$ cat src/rtl/seq_detector_param.sv
// rtl/seq_detector_param.sv - parametrised serial pattern detector with KMP next-state table
// Moore flag on full match, sample enable, saturating match counter.
module seq_detector_param #(
  parameter int                     PATTERN_LEN = 4,
  parameter logic [PATTERN_LEN-1:0] PATTERN     = 4'b1101,
  parameter bit                     OVERLAP     = 1'b1,
  parameter int                     CNT_W       = 8
) (
  input  logic                               clk,
  input  logic                               rst,
  input  logic                               en,
  input  logic                               w,
  input  logic                               cnt_clr,
  output logic                               z,
  output logic [CNT_W-1:0]                   match_cnt,
  output logic [$clog2(PATTERN_LEN+1)-1:0]   state
);

  localparam int SW   = $clog2(PATTERN_LEN + 1);
  localparam int TBLW = 2 * (PATTERN_LEN + 1) * SW;
  localparam logic [SW-1:0]    S_FULL  = SW'(PATTERN_LEN);
  localparam logic [CNT_W-1:0] CNT_MAX = '1;

  // Entry {s, bit} holds the longest pattern prefix that is a suffix of prefix(s) followed by bit.
  function automatic logic [TBLW-1:0] build_next_tbl();
    logic [TBLW-1:0]        tbl;
    logic [PATTERN_LEN-1:0] sh_a;
    logic [PATTERN_LEN-1:0] sh_b;
    logic                   seq_bit;
    logic                   ok;
    int                     best;
    int                     j;
    tbl = '0;
    for (int s = 0; s <= PATTERN_LEN; s++) begin
      for (int b = 0; b < 2; b++) begin
        best = 0;
        for (int k = 1; k <= PATTERN_LEN; k++) begin
          if (k <= s + 1) begin
            ok = 1'b1;
            for (int m = 0; m < k; m++) begin
              j = s + 1 - k + m;
              if (j == s) begin
                seq_bit = (b == 1);
              end else begin
                sh_a    = PATTERN >> (PATTERN_LEN - 1 - j);
                seq_bit = sh_a[0];
              end
              sh_b = PATTERN >> (PATTERN_LEN - 1 - m);
              if (seq_bit != sh_b[0]) ok = 1'b0;
            end
            if (ok) best = k;
          end
        end
        tbl = tbl | (TBLW'(best) << ((2 * s + b) * SW));
      end
    end
    return tbl;
  endfunction

  localparam logic [TBLW-1:0] NEXT_TBL = build_next_tbl();

  logic [SW-1:0]    r_state;
  logic [CNT_W-1:0] r_cnt;
  logic [SW:0]      w_idx;
  logic [SW-1:0]    w_kmp;
  logic [SW-1:0]    w_from0;
  logic [SW-1:0]    w_next;

  always_ff @(posedge clk) begin
    if (rst) r_state <= '0;
    else     r_state <= w_next;
  end

  always_comb begin
    w_idx   = {r_state, w};
    w_kmp   = SW'(NEXT_TBL >> (int'(w_idx) * SW));
    w_from0 = SW'(NEXT_TBL >> (int'(w) * SW));
    w_next  = r_state;
    if (en) begin
      if (r_state > S_FULL)                    w_next = '0;
      else if (r_state == S_FULL && !OVERLAP)  w_next = w_from0;
      else                                     w_next = w_kmp;
    end
  end

  always_ff @(posedge clk) begin
    if (rst)                                              r_cnt <= '0;
    else if (cnt_clr)                                     r_cnt <= '0;
    else if (en && w_next == S_FULL && r_cnt != CNT_MAX)  r_cnt <= r_cnt + CNT_W'(1);
  end

  always_comb begin
    z         = (r_state == S_FULL);
    state     = r_state;
    match_cnt = r_cnt;
  end

endmodule

$ cat config.mk
export PLATFORM = sky130hd
export DESIGN_NAME = seq_detector_param
export DESIGN_NICKNAME = d
export VERILOG_FILES = /design/src/rtl/seq_detector_param.sv
export SDC_FILE = /design/constraint.sdc
export NUM_CORES = 1
export LEC_CHECK = 0
export ABC_CLOCK_PERIOD_IN_PS = 3600
export CORE_MARGIN = 2
export CORE_UTILIZATION = 23
export CTS_BUF_LIST = sky130_fd_sc_hd__clkbuf_2 sky130_fd_sc_hd__clkbuf_4 sky130_fd_sc_hd__clkbuf_8
export CTS_CLUSTER_DIAMETER = 150
export DETAILED_ROUTE_END_ITERATION = 10
export SLEW_MARGIN = 20
export SYNTH_ARGS = -nofsm -noshare
export SYNTH_HDL_FRONTEND = slang
export SYNTH_SLANG_ARGS = --single-unit
$ cat constraint.sdc
create_clock -name clk -period 3.6 [get_ports clk]
set_input_delay 1.08 -clock clk [delete_from_list [all_inputs] [get_ports clk]]
set_output_delay 1.08 -clock clk [all_outputs]
set_load 0.03 [all_outputs]
After elaboration in Yosys (flattened, before gate mapping)
Index checks and enable logic that the tools add are counted.
W data, S select, Z words.
{"block": "word_totals", "ff_bits": 11, "out_inout_bits": 12, "inputBits": 5, "wordCells": 14}
{"block": "classes", "addsub": 1, "mul": 1, "shifts": 1, "magnitude_cmp": 1, "n_reduce_logical": 3, "eq_ne": 3, "n_mux": 2}
{"operator": "$shr A29 B6 Y3 const A", "count": 1}
{"operator": "$add A8 B1 Y8 const B", "count": 1}
{"operator": "$ne A8 B8 Y1 const B", "count": 1}
{"operator": "$eq A3 B3 Y1 const B", "count": 2}
{"operator": "$mul A4 B2 Y6 const B", "count": 1}
{"operator": "$mux W3", "count": 2}
{"operator": "$gt A3 B3 Y1 const B", "count": 1}
{"operator": "$logic_and A1 B1 Y1", "count": 2}
{"operator": "$reduce_or A2 Y1", "count": 1}

Longest topological paths before layout
{"block": "logic_depth", "ltp_word": 7, "ltp_mapped": 4, "depth_no_buf": 4}

Worst setup path after synthesis
No wires, ideal clock.
{"block": "synth_path", "path_type": "flip-flop to output port", "start": "reg r_state[2], in the netlist state[2]", "end": "out z", "arrival_ns": 1.406, "path_buffers": 0, "t_required_ns": 2.520, "path_slack_ns": 1.114, "stages_incl_launch_ff": 2, "path_cell_list": "dfxtp_1 -> nor3b_1"}
{"block": "synth_via", "elab_chain_cells": 1}
{"element": "start, declared", "line": "62", "source": "logic [SW-1:0] r_state;"}
{"element": "start signal, assigned", "line": "71", "source": "else r_state <= w_next;"}
{"element": "$eq A3 B3 Y1", "line": "93", "source": "z = (r_state == S_FULL);"}
{"element": "end, declared", "line": "14", "source": "output logic z,"}
No other way between the ends.

Final worst setup path
Ends and elaborated chain as after synthesis.

==> reports/qor.txt <==
critical path arrival - 1.75 ns
post-route ant nets - 0
Overall Global Routing Usage - 11.0%
endpoint type of the worst setup path - primary output
top-area cell type share of the netlist area - 33.3%
leftover overflow at the end of global routing - 0
CP startpoint - state[2]$_SDFF_PP0_
antenna violations before repair - 0
DIE AREA - 3320 um2
maximum clock frequency - 0.354 GHz
total number of vias - 650
Clock Sinks - 11
Slew Limit Fails - 0
syn avg cell area - 9.18 um2
Final TNS setup - 0 ns
sequential-to-total area share from yosys stat - 33.3%
multi-input combinational cell area - 399 um2
Clock H-tree levels - 1
number of warnings printed during yosys synthesis - 0
VDD IR-drop max - 0.171 mV
cells taking the most area after synthesis - sky130_fd_sc_hd__dfxtp_1 33%, sky130_fd_sc_hd__mux2i_1 4.5%, sky130_fd_sc_hd__nand4b_1 4.0%, sky130_fd_sc_hd__buf_6 3.4%, sky130_fd_sc_hd__nand2_1 3.4%
number of antenna repair diodes - 0
RSZ-0062 raised after global routing - false
actual transition at the worst max-transition pin - 0.539 ns
Floorplan Core Area - 2730 um2
reported leakage power - 0.270 nW
worst hold path startpoint - match_cnt[1]$_SDFFE_PP0P_
post-CTS setup buffers - 0
Remaining DRCs - 0
status - complete, no violations
final critical delay including setup and external delays - 2.83 ns
fraction of final layout cells with drive strength greater than 1 - 11.1%
worst min-delay path class - flip-flop to flip-flop
Row Count - 19
start of the worst register-to-register path - state[0]$_SDFF_PP0_
Final Wtd Congestion - 0.931
met1 layer usage reported by global route - 14.2%
TritonCTS clock tree - done
Synth Net Count - 78
wire length of the first global-routing pass - 2770 um
number of unique standard cell types used by synthesis - 36
number of buffers inserted by hold repair at cts - 0
WS Path Type - flip-flop to primary output
initial core utilization - 24.2%
post-DP HPWL - 1220 um
nets - 97
power per cell area - 288 nW/um2
Gate Count Post-Synth - 72
vias per std cell - 5.37
Inserted Clock Buffers - 3
number of resized instances in the post-cts repair step - 0
Post-Synthesis Cell Area - 661 um2
final setup violating endpoints - 0
Critical Path Start Type - flip-flop
number of search-and-repair iterations in the first detailed-routing pass - 4
GR Layer Usage met3 - 3.40%
Clock Latency Late Sink - 0.28 ns
grt peak-use layer - met2
Root Driver - sky130_fd_sc_hd__clkbuf_4
total routed wirelength - 1660 um
number of input and output port buffers inserted - 16
number of maximum-capacitance violations - 0
post-synthesis register bit count - 11
average detailed-routed wire length per instance - 13.8 um
Clk pin slew, worst setup/hold paths - 0.06 ns
DIE HEIGHT - 57.6 um
ratio of final minimum period to clock period - 78.5%
post-placement cell count - 117
signed area change from the synthesized netlist to the final layout - 31.2%
pin count of the biggest net entering global routing - 10
floorplan die width - 57.6 um
io pins - 17
number of DRC violations after detailed-routing iteration 0 - 13
fill cell instance count of the final layout - 287
required arrival time at the worst endpoint - 2.52 ns
worst slew slack as a fraction of its limit - 63.1%
Final Skew - 0.0140 ns
hold violation total from the final report - 0
Max Root-Sink Buffers - 2
crit-path max FO - 9
library cell with the largest summed area after synthesis - sky130_fd_sc_hd__dfxtp_1
number of global-route vias before repair - 598
non-filler cells in the finished layout - 121
Storage cell area - 220 um2
Global Route met2 Usage - 15.9%
## Yosys cell counts, drive strengths merged
master / instances
a22oi: 1
and4: 1
o31a: 1
buf: 2
a2111oi: 2
nand2b: 1
a41oi: 1
dfxtp: 11
nand3: 4
nor3b: 1
nor4: 1
and3: 3
a32oi: 1
and4b: 1
xnor2: 1
a211oi: 3
or2: 1
a311oi: 1
nand4b: 3
o311a: 1
and2: 1
a2bb2oi: 1
inv: 5
a21oi: 3
nand2: 6
o41ai: 2
or4: 1
a31oi: 2
and2b: 1
mux2i: 3
or3: 2
ha: 1
nor2: 3
## logic make-up after synthesis
group | count (synthesis) | share of synthesized area, %
buffers and inverters | 7 | 6.25
xor gates and xnor gates | 1 | 1.33
DFF | 11 | 33.3
adders and majority gates | 1 | 1.89
AOI/OAI and AO/OA | 19 | 24.1
and+or+nand+nor | 30 | 28.6
muxes | 3 | 4.55
## cells in the final DEF (no fill, tap or decap), types with 2 or more instances in the layout
master	synthesis	layout
sky130_fd_sc_hd__and3_1	3	3
sky130_fd_sc_hd__clkdlybuf4s50_1	0	16
sky130_fd_sc_hd__dfxtp_1	11	11
sky130_fd_sc_hd__a211oi_1	2	2
sky130_fd_sc_hd__nor2_1	3	3
sky130_fd_sc_hd__or3_1	2	2
sky130_fd_sc_hd__mux2i_1	3	3
sky130_fd_sc_hd__nand3_1	3	3
sky130_fd_sc_hd__a31oi_1	2	2
sky130_fd_sc_hd__a21oi_1	3	3
sky130_fd_sc_hd__nand4b_1	3	3
sky130_fd_sc_hd__inv_1	5	5
sky130_fd_sc_hd__clkbuf_4	0	4
sky130_fd_sc_hd__nand2_1	6	6
sky130_fd_sc_hd__a2111oi_0	2	2
## where the power goes
group | total, mW | internal [mW] | switching (mW)
sequential | 0.127 | 0.123 | 0.00339
combinational | 0.0256 | 0.0116 | 0.0140
clock | 0.0973 | 0.0506 | 0.0467
## critical path: stages (launching register included)
cell and delay [ns]:
sky130_fd_sc_hd__dfxtp_1 0.44, sky130_fd_sc_hd__nor3b_1 0.30, sky130_fd_sc_hd__clkdlybuf4s50_1 0.73
## per-stage QoR
step | instance area, um2 | hold slack [ns] | power (mW) | util, % | worst slack [ns]
detailed placement | 837 | 0.506 | 0.155 | 30.6 | 1.00
floorplan | 661 | 0.612 | 0.144 | - | 1.11
CTS | 867 | 0.519 | 0.251 | 31.7 | 0.771
global route | 867 | 0.566 | 0.259 | 31.7 | 0.710
finish | 867 | 0.520 | 0.250 | 31.7 | 0.775
global placement | 837 | 0.494 | 0.154 | 30.6 | 1.04
## routing by layer
metal | routed length, um | vias up
li1 | - | 319
met1 | 789 | 313
met2 | 752 | 13
met3 | 83 | 5
met4 | 38 | 0
met5 | 0 | -
## state kept, by name, summed over array words and instances, names as in the netlist
register   cells
match_cnt      8
state          3
## final cells by class
| type | instances | area share [%] |
|---|---|---|
| Timing Repair Buffer | 16 | 18.5 |
| Clock buffer | 4 | 3.46 |
| Sequential cell | 11 | 25.4 |
| Inverter | 5 | 2.16 |
| Multi-Input combinational cell | 54 | 46.0 |
| Tap cell | 31 | 4.47 |
## worst paths after layout
kind	cells past startpoint	to	slack, ns
max	2	z	0.77
min	2	match_cnt[1]$_SDFFE_PP0P_	0.52
max reg2reg	3	match_cnt[3]$_SDFFE_PP0P_	2.10
min reg2reg	2	match_cnt[1]$_SDFFE_PP0P_	0.52
Note: power is estimated with default switching activity, not from simulation.
